<file path="config.mk">
export PLATFORM = sky130hd
export DESIGN_NAME = diffout_frame_arb
export DESIGN_NICKNAME = d
export VERILOG_FILES = /design/src/rtl/diffout_frame_arb.sv
export SDC_FILE = /design/constraint.sdc
export NUM_CORES = 1
export LEC_CHECK = 0
export BUFFER_PORTS_ARGS = -buffer_cell sky130_fd_sc_hd__buf_4
export CAP_MARGIN = 10
export CORE_MARGIN = 5
export CORE_UTILIZATION = 25
export DETAILED_ROUTE_END_ITERATION = 12
export SLEW_MARGIN = 20
export SYNTH_ARGS = -nofsm -noshare
export SYNTH_HDL_FRONTEND = slang
export SYNTH_SLANG_ARGS = --single-unit
</file>
<file path="constraint.sdc">
create_clock -name clk -period 2.4 [get_ports clk]
set_clock_uncertainty 0.05 [all_clocks]
set_input_delay 0.12 -clock clk [delete_from_list [all_inputs] [get_ports clk]]
set_output_delay 0.12 -clock clk [all_outputs]
set_load 0.02 [all_outputs]
</file>
<file path="src/rtl/diffout_frame_arb.sv">
// Round-robin two-requester framed serial transmitter feeding a differential pad.
// sout carries the logical line bit XOR INV to undo a board-level P/N swap.
module diffout_frame_arb #(
  parameter logic INV   = 1'b0,
  parameter int   NBITS = 16,
  parameter int   GAP   = 2
) (
  input  logic             clk,
  input  logic             rst,
  input  logic             req_a,
  input  logic [NBITS-1:0] dat_a,
  output logic             ack_a,
  input  logic             req_b,
  input  logic [NBITS-1:0] dat_b,
  output logic             ack_b,
  output logic             busy,
  output logic             sout
);

  typedef enum logic [2:0] {
    S_IDLE,
    S_START,
    S_DATA,
    S_STOP,
    S_GAP
  } state_t;

  state_t           state, state_n;
  logic [4:0]       cnt, cnt_n;
  logic [3:0]       gcnt, gcnt_n;
  logic [NBITS-1:0] shreg, shreg_n;
  logic             last_b, last_b_n;
  logic             line_n;
  logic             ack_a_n, ack_b_n;
  logic             grant_a;

  // A wins a tie only when B held the previous grant
  assign grant_a = req_a && (!req_b || last_b);

  always_comb begin
    state_n  = state;
    cnt_n    = cnt;
    gcnt_n   = gcnt;
    shreg_n  = shreg;
    last_b_n = last_b;
    line_n   = 1'b0;
    ack_a_n  = 1'b0;
    ack_b_n  = 1'b0;
    unique case (state)
      S_IDLE: begin
        if (req_a || req_b) begin
          state_n  = S_START;
          line_n   = 1'b1;
          shreg_n  = grant_a ? dat_a : dat_b;
          ack_a_n  = grant_a;
          ack_b_n  = !grant_a;
          last_b_n = !grant_a;
        end
      end
      S_START: begin
        state_n = S_DATA;
        cnt_n   = 5'(NBITS - 1);
        line_n  = shreg[NBITS-1];
      end
      S_DATA: begin
        if (cnt == 5'd0) begin
          state_n = S_STOP;
        end else begin
          cnt_n   = cnt - 5'd1;
          shreg_n = {shreg[NBITS-2:0], 1'b0};
          line_n  = shreg[NBITS-2];
        end
      end
      S_STOP: begin
        if (GAP > 0) begin
          state_n = S_GAP;
          gcnt_n  = 4'(GAP - 1);
        end else begin
          state_n = S_IDLE;
        end
      end
      S_GAP: begin
        if (gcnt == 4'd0) state_n = S_IDLE;
        else gcnt_n = gcnt - 4'd1;
      end
      default: state_n = S_IDLE;
    endcase
  end

  always_ff @(posedge clk) begin
    if (rst) begin
      state  <= S_IDLE;
      cnt    <= '0;
      gcnt   <= '0;
      shreg  <= '0;
      last_b <= 1'b1;
      sout   <= INV;
      ack_a  <= 1'b0;
      ack_b  <= 1'b0;
      busy   <= 1'b0;
    end else begin
      state  <= state_n;
      cnt    <= cnt_n;
      gcnt   <= gcnt_n;
      shreg  <= shreg_n;
      last_b <= last_b_n;
      sout   <= line_n ^ INV;
      ack_a  <= ack_a_n;
      ack_b  <= ack_b_n;
      busy   <= (state_n != S_IDLE);
    end
  end

endmodule

</file>
==> results of run 1 <==
==> cells in the mapped netlist, types with 2 or more instances <==
cell type	count	share of area
ha_1	3	0.022
nor3_1	5	0.015
clkbuf_1	10	0.022
a211oi_1	4	0.018
nand2_1	18	0.040
or3b_1	2	0.010
buf_4	2	0.0089
dfxtp_1	33	0.39
nand3_1	3	0.0089
o31ai_1	16	0.071
or2_2	2	0.0074
inv_1	5	0.011
nand3b_1	2	0.0089
a311oi_1	2	0.010
or4b_1	2	0.012
and2_1	2	0.0074
o21ai_0	2	0.0060
nor2_1	23	0.051
nor3b_1	3	0.013
a31o_2	15	0.078
a21oi_1	19	0.057
buf_2	3	0.0089
a21boi_0	2	0.0089
==> sequential cells by signal, summed over array words and instances (netlist names), 3 cells and up <==
name   cells
state      3
cnt        5
shreg     16
gcnt       4
==> logic make-up after synthesis <==
family                     after synthesis
AOI/OAI and AO/OA                       69
muxes                                    1
DFF                                     33
buffers and inverters                   21
and+or+nand+nor                         68
xor gates and xnor gates                 2
adders and majority gates                3
==> where the power goes <==
| group | internal [mW] | switching (mW) |
|---|---|---|
| Combinational | 0.372 | 0.447 |
| Sequential | 0.707 | 0.106 |
| Clock | 0.301 | 0.195 |
| Total | 1.38 | 0.749 |
==> area by class of cell <==
class / instances / area, um^2
clock buffer: 5 / 68.8
clock inverter: 2 / 35.0
fill: 684 / 4330
inverter: 5 / 18.8
multi-input combinational: 143 / 928
sequential: 33 / 661
tap: 77 / 96.3
timing repair buffer: 43 / 323
==> critical path, delay by kind of cell, from the launching register on <==
| family | cells | cell delay (ns) |
|---|---|---|
| AO/OA/AOI/OAI | 2 | 0.49 |
| buffers and inverters | 1 | 0.11 |
| flip-flops | 1 | 0.31 |
| AND/OR/NAND/NOR | 2 | 0.88 |
| adder cells (fa/ha/maj) | 1 | 0.15 |
==> final timing paths <==
path	endpoint	slack, ns	startpoint
setup / recovery	shreg[3]	0.29	cnt[0]
hold / removal	cnt[0]	0.12	rst
setup reg to reg	shreg[3]	0.29	cnt[0]
hold reg to reg	shreg[10]	0.41	shreg[10]
==> per-stage QoR <==
stage | std cells | utilization | power [mW] | instance area [um^2]
after global routing | 308 | 0.330 | 2.30 | 2130
after CTS | 308 | 0.330 | 2.16 | 2130
after floorplan | 197 | - | 1.45 | 1680
final | 308 | 0.330 | 2.13 | 2130
after global placement | 301 | 0.314 | 1.64 | 2030
after detailed placement | 301 | 0.314 | 1.65 | 2030
==> routing by layer <==
layer / global-route usage / wire length, um / up-vias
met5: 0 / 0 / -
met3: 0.0393 / 235 / 9
li1: - / - / 790
met2: 0.163 / 2010 / 41
met1: 0.123 / 1820 / 697
met4: 0.0446 / 75 / 0
==> results, run 1 <==
- The TritonCTS clock tree is yes.
- Walking the worst path, the cells encountered are inv_1, ha_1, or4b_1, and2_1, o21bai_4, o31ai_1.
- For this run the aggregate overflow at the end of global routing stands at 0.
- In the finished design, the share of the clock period the worst path needs comes to 0.881.
- Static timing analysis puts the maximum clock frequency at 0.473 GHz.
- Of the total synthesized cell area, the portion taken by AND, OR, NAND and NOR gates is 0.203.
- The most frequent standard cell in the layout excluding fill and tap cells is buf_4.
- VDD sags by at most about 0.3 mV.
- The residual antenna-violating net count after detailed routing is 0.
- The worst setup path is captured at a register.
- Counting every sink on the clock net gives 33.
- The first-pass GRT wire length is 7.02 mm.
- The net total in the final layout is 270.
- The number of instances on the worst hold path is 2.
- The sequential share of the synthesized area is 0.393.
- The analysis attributes to cell leakage a power of roughly 0.86 nW.
- The final number of max-transition violations is 0.
- The worst setup path is launched from a register.
- The post-synthesis xor/xnor area fraction is 0.0104.
- The final worst-path setup slack is 0.286 ns.
- In this run the cell area of the synthesized design comes to 1680 um^2.
- In this run the mean area of a mapped cell was 8.53 um^2.
- The number of global-route vias before repair is ~1500.
- The number of buffers inserted to repair setup after CTS is 0.
- The synthesis warning total is 0.
- Setup violations remaining at the end of the flow were counted as 0.
- Counting cells, the worst reg-to-reg path comes to 6.
- The category of the most critical setup path is register to register.
- The largest net degree at the start of global routing is 21.
- The run finished with clean final reports.
- After clock tree synthesis, the repair step resized 0 gates.
- In this design, the stage delay of the slowest critical-path cell is 0.57 ns.
- The dominant combinational cell family by area after synthesis is compound AO/OA/AOI/OAI gates.
- In this run, synthesis produced a sequential element count of 33.
- STA puts the critical path data arrival time at approximately 2.2 ns.
- At the worst endpoint, the required time is 2.51 ns.
- Clock tree synthesis selected as its root buffer the cell clkbuf_8.
- The antenna diode count is 0.
- The total routing resource utilization after global routing is 0.102.
- Power spread over the standard cell area amounts to 999 nW/um^2.
- Setup repair after global routing left no endpoint under its margin.
- The number of enable flip-flop cells after synthesis is 0.
- The number of hold violations in the final report is 0.
- The longest clock path from root to sink contains 2 buffers.
- The floorplan step defined a core boundary enclosing 6460 um^2.
- Synthesis produced a netlist with a net count of 236.
- For the pin with the worst max-slew slack, the measured transition is 0.595 ns.
- The total half-perimeter wirelength after legalization and detailed placement is between 3 and 4 mm.
- The count of buffers from port buffering is 39.
- After floorplanning, the core was divided into 29 placement rows.
- For the worst-skew pair, the clock arrives at the later sink with an insertion delay of between 0.2 and 0.3 ns.
- The fraction of synthesis flops using an asynchronous set or reset pin is 0.
- Buffers inserted during clock tree synthesis total 5.
- The floorplan step defined a die boundary enclosing 8460 um^2.
- After technology mapping, the gate count stands at 197.
- After clock tree synthesis, the flow added hold-fix buffers numbering 0.
- The number of different library cells used by synthesis comes to 42.
- In this run the tightest slew margin relative to its limit is 0.603.
- The area growth from synthesis to layout is 26.8%.
- For this design the top-level I/O count stands at 40.
- The number of H-tree levels is 2.
- For the finished layout, the period the worst path requires is between 2 and 2.5 ns.
- The final hold slack is between 0.1 and 0.15 ns.
- The number of antenna violations at the first check in global routing is 0.
- In this run the worst hold path is classified as input port to register.
- The portion of synthesized area spent on multiplexers is 0.00670.
- Of the total synthesized cell area, the portion taken by full adders, half adders and majority gates is 0.0223.
- The total wire length after detailed routing is approximately 4.1 mm.
- The fraction of the mapped netlist area in compound gates is 0.310.
- The setup TNS is 0 ns.
- In the synthesized netlist the dominant register cell turns out to be dfxtp_1.
- The total of max-cap violations is 0.
- The ratio of cells with drive above 1 in the final layout is 0.312.
- The final route contains 1537 vias.
- The initial cell density of the core is 0.260.
- Dividing the detail-routed wire length by the instance count gives ~13 um.
- The first TritonRoute pass finished after 4 iterations.
- The die width is 92.0 um.
- The pre-CTS setup slack is around 0.27 ns.
- Of all nets on the critical path, the largest fanout is 15.
- The routed via count divided by cell count is 4.99.
- The die outline height is 92.0 um.
- After clock tree synthesis, the clock-pin slew on the worst setup and hold paths is 0.07 ns.
- In the layout the commonest cells are buf_4 (43), dfxtp_1 (33), nor2_1 (23), a21oi_1 (19), nand2_1 (18).
- The congestion estimate from routability-driven global placement came to 0.745.
- The slowest cell on the critical path is or4b_1.
- After detailed routing, the number of remaining DRC violations is 0.
- The count of routing violations after the opening detailed-route iteration is 65.
Note: power is estimated with default switching activity, not from simulation.
==> run 2: changes to the inputs <==
--- a/config.mk
+++ b/config.mk
@@ -5,6 +5,7 @@
 export SDC_FILE = /design/constraint.sdc
 export NUM_CORES = 1
 export LEC_CHECK = 0
+export ABC_AREA = 1
 export BUFFER_PORTS_ARGS = -buffer_cell sky130_fd_sc_hd__buf_4
 export CAP_MARGIN = 10
 export CORE_MARGIN = 5
==> results, run 2 <==
- The required time at the endpoint of the critical path came to 2.53 ns (was 2.51 ns).
- The number of search-and-repair iterations in the first detailed-routing pass came to 5 (was 4).
- The residual antenna-violating net count after detailed routing is 0 (unchanged).
- The routability congestion estimate was 0.805 (was 0.745).
- The count of buffers from port buffering is 39 (unchanged).
- The worst min-delay path category is input port to register (unchanged).
- The total number of placement rows is 30 (was 29).
- The leakage power is 1.02 nW (was 0.861 nW).
- The type of destination of the critical path is a register (unchanged).
- The share of Yosys cell area claimed by the top area cell type came to 0.369 (was 0.393).
- The final number of max-transition violations came to 0 (unchanged).
- The sum of overflow across all layers after global routing was 0 (unchanged).
- The synthesis warning total is 0 (unchanged).
- The slowest cell on the critical path is dfxtp_1 (was or4b_1).
- The post-synthesis instance area was 1790 um^2 (was 1680 um^2).
- The number of flip-flops under the largest register name is 16 (unchanged).
- The total wire length after detailed routing is 4.25 mm (was 4.14 mm).
- The library cell occupying the most area in the post-synthesis netlist is dfxtp_1 (unchanged).
- The total power draw was 1.80 mW (was 2.13 mW).
- The first-pass GRT wire length came to 7.18 mm (was 7.02 mm).
- The count of endpoints failing setup in the final report is 0 (unchanged).
- The worst-case headroom to the max-slew limit came to 0.512 (was 0.603).
- Registers with the most flip-flops: shreg: 16 flops, cnt: 5 flops, gcnt: 4 flops (unchanged).
- Setup repair after global routing missed its margin: false (unchanged).
- The setup slack of the worst register-to-register path is 0.74 ns (was 0.29 ns).
- The ratio of cells with drive above 1 in the final layout is 0.204 (was 0.312).
- The depth of the worst register-to-register path was 8 (was 6).
- The worst hold endpoint is state[2] (was cnt[0]).
- The most frequent standard cell in the layout excluding fill and tap cells is nand2_1 (was buf_4).
- The largest net degree at the start of global routing was 34 (was 21).
- The number of distinct library cells after synthesis is 30 (was 42).
- The root cell of the clock tree is clkbuf_8 (unchanged).
- The total of max-cap violations is 0 (unchanged).
- Most frequent cells in the layout: nand2_1 (82), nor2_1 (49), buf_4 (39), dfxtp_1 (33), a21oi_1 (27) (was buf_4 (43), dfxtp_1 (33), nor2_1 (23), a21oi_1 (19), nand2_1 (18)).
- The initial cell density of the core is 0.261 (was 0.260).
- The capturing point of the worst reg2reg path was shreg[7] (was shreg[3]).
- The post-synthesis net count is 311 (was 236).
- The clock-pin slew reported for the worst setup and hold paths after clock tree synthesis is 0.08 ns (was 0.07 ns).
- The start of the worst register-to-register path is state[2] (was cnt[0]).
- The delay of the slowest cell on the worst path is 0.32 ns (was 0.57 ns).
- The number of H-tree levels came to 2 (unchanged).
- The dominant cell by count in the synthesized netlist was nand2_1 (was dfxtp_1).
- Critical path, cell by cell: inv_2, nand3_4, inv_4, nand2_4, nand2_4, nand2_1, nor2_1, nor2_1 (was inv_1, ha_1, or4b_1, and2_1, o21bai_4, o31ai_1).
- The count of clock tree sinks was 33 (unchanged).
- The number of global-route vias before repair came to 1665 (was 1510).
- The number of enable flip-flop cells after synthesis is 0 (unchanged).
- The core footprint came to 6870 um^2 (was 6460 um^2).
- The minimum clock period after layout came to 1.66 ns (was 2.11 ns).
- The number of filler cells placed in the layout is 767 (was 684).
- The register bit count reported by yosys came to 33 (unchanged).
- The highest fanout seen on the critical path is 33 (was 15).
- The fraction of synthesis flops using an asynchronous set or reset pin is 0 (unchanged).
- The net total in the final layout is 347 (was 270).
- Status: finished clean (unchanged).
- The total half-perimeter wirelength after legalization and detailed placement came to 3.07 mm (was 3.05 mm).
- List of most frequent post-synthesis cells: nand2_1 (82), nor2_1 (49), dfxtp_1 (33) (was dfxtp_1 (33), nor2_1 (23), a21oi_1 (19)).
- The clock latency on the worst-skew pair was 0.29 ns (was 0.28 ns).
- The setup TNS was 0 ns (unchanged).
- The final period utilization was 0.694 (was 0.881).
- The maximum frequency from static timing analysis is 0.601 GHz (was 0.473 GHz).
- The start point of the critical path was state[2] (was cnt[0]).
- The sequential share of the synthesized area is 0.369 (was 0.393).
- The number of remaining DRC errors is 0 (unchanged).
- The detail-routed net length per standard cell is 10.5 um (was 13.4 um).
- The die outline height is 94.6 um (was 92.0 um).
- The number of buffers inserted to repair setup after CTS is 0 (unchanged).
- The routed via count divided by cell count is 4.27 (was 4.99).
- The number of antenna violations at the first check in global routing is 0 (unchanged).
- The total via count after detailed routing is 1728 (was 1537).
- The post-synthesis instance total was 272 (was 197).
- The total routing resource utilization after global routing is 0.0978 (was 0.102).
- The worst hold path startpoint was rst (unchanged).
- The number of instances on the worst hold path is 2 (unchanged).
- The count of routing violations after the opening detailed-route iteration came to 95 (was 65).
- The number of buffers created by CTS was 5 (unchanged).
- The quantity of gates resized following cts is 0 (unchanged).
- The pre-CTS setup slack is 0.737 ns (was 0.274 ns).
- The die width is 94.6 um (was 92.0 um).
- The register with the most flip-flops is shreg (unchanged).
- The peak supply drop is 0.259 mV (was 0.306 mV).
- The category of the most critical setup path was register to register (unchanged).
- The mean cell area of the mapped netlist is 6.58 um^2 (was 8.53 um^2).
- Largest cells by area after synthesis: dfxtp_1 (37%), nand2_1 (17%), nor2_1 (10%) (was dfxtp_1 (39%), a31o_2 (7.8%), o31ai_1 (7.1%)).
- The power density over the cells is 804 nW/um^2 (was 999 nW/um^2).
- The number of hold violations in the final report was 0 (unchanged).
- The arrival time of data at the critical path endpoint came to 1.80 ns (was 2.22 ns).
- The antenna diode count is 0 (unchanged).
- The die outline area is 8950 um^2 (was 8460 um^2).
- The worst-case clock buffer depth is 2 (unchanged).
- The final worst-path setup slack was 0.736 ns (was 0.286 ns).
- The finished layout cell area was 2240 um^2 (was 2130 um^2).
- The area after detailed placement is 2130 um^2 (was 2030 um^2).
- The category of the worst setup path launch point is a register (unchanged).
- The most common flop cell mapped by yosys is dfxtp_1 (unchanged).
- The area growth from synthesis to layout is 25.3% (was 26.8%).
- The TritonCTS clock tree was yes (unchanged).
- The total I/O pin count is 40 (unchanged).
- The hold-fix buffer count after cts is 0 (unchanged).
- The transition at the pin with the smallest max-transition slack is 0.728 ns (was 0.595 ns).
[run 2: cell types whose count changed in the layout (fill, tap and decap cells not counted), moves of 9 or more]
cell     change
nand2_1     +64
nor2_1      +26
a31o_2      -15
o31ai_1     -15
nand3_1     +11
o21ai_0     +10
inv_1        +9
[run 2: area by class of cell]
type / instances / area (um^2) / area share
clock buffer: 5 / 68.8 / 0.0307
timing repair buffer: 39 / 293 / 0.131
sequential: 33 / 661 / 0.294
multi-input combinational: 212 / 988 / 0.441
inverter: 17 / 66.3 / 0.0296
clock inverter: 3 / 46.3 / 0.0206
tap: 96 / 120 / 0.0535
[run 2: how the worst max path moves through the flow]
stage	cells past startpoint	endpoint
after CTS	8	shreg[7]
after floorplan	11	shreg[4]
after global routing	8	shreg[10]
after detailed placement	8	shreg[7]
final	8	shreg[7]
after global placement	7	cnt[3]
[run 2: through the flow]
stage                     std cells  hold WS (ns)   util
after floorplan                 272         0.162      -
after global placement          397         0.369  0.310
after detailed placement        397         0.370  0.310
after CTS                       405        0.0544  0.327
after global routing            405        0.0618  0.327
final                           405        0.0616  0.327
[run 2: worst max-delay path, delay by kind of cell (launching register included)]
kind / cells / cell delay (ns)
buffers and inverters: 2 / 0.43
and+or+nand+nor: 6 / 0.76
DFF: 1 / 0.32
[run 2: cells by family (layout without fill, tap and decap cells)]
| logic type | after synthesis | count (layout) | share of synthesized area |
|---|---|---|---|
| adder cells (fa/ha/maj) | 3 | 3 | 0.0210 |
| AO/OA/AOI/OAI | 48 | 48 | 0.143 |
| flip-flops | 33 | 33 | 0.369 |
| AND/OR/NAND/NOR | 160 | 160 | 0.384 |
| XOR/XNOR | 1 | 1 | 0.00489 |
| buffers and inverters | 27 | 64 | 0.0790 |
[run 2: metal layers]
layer	vias to the layer above	wire, um	track usage
met1	740	2170	0.132
met5	-	0	0
met3	4	230	0.0271
met2	44	1810	0.153
li1	940	-	-
met4	0	35	0.0252
[run 2: power breakdown]
group	internal [mW]	switching [mW]	total (mW)
Sequential	0.646	0.0625	0.708
Clock	0.311	0.220	0.531
Combinational	0.217	0.347	0.564
Total	1.17	0.630	1.80
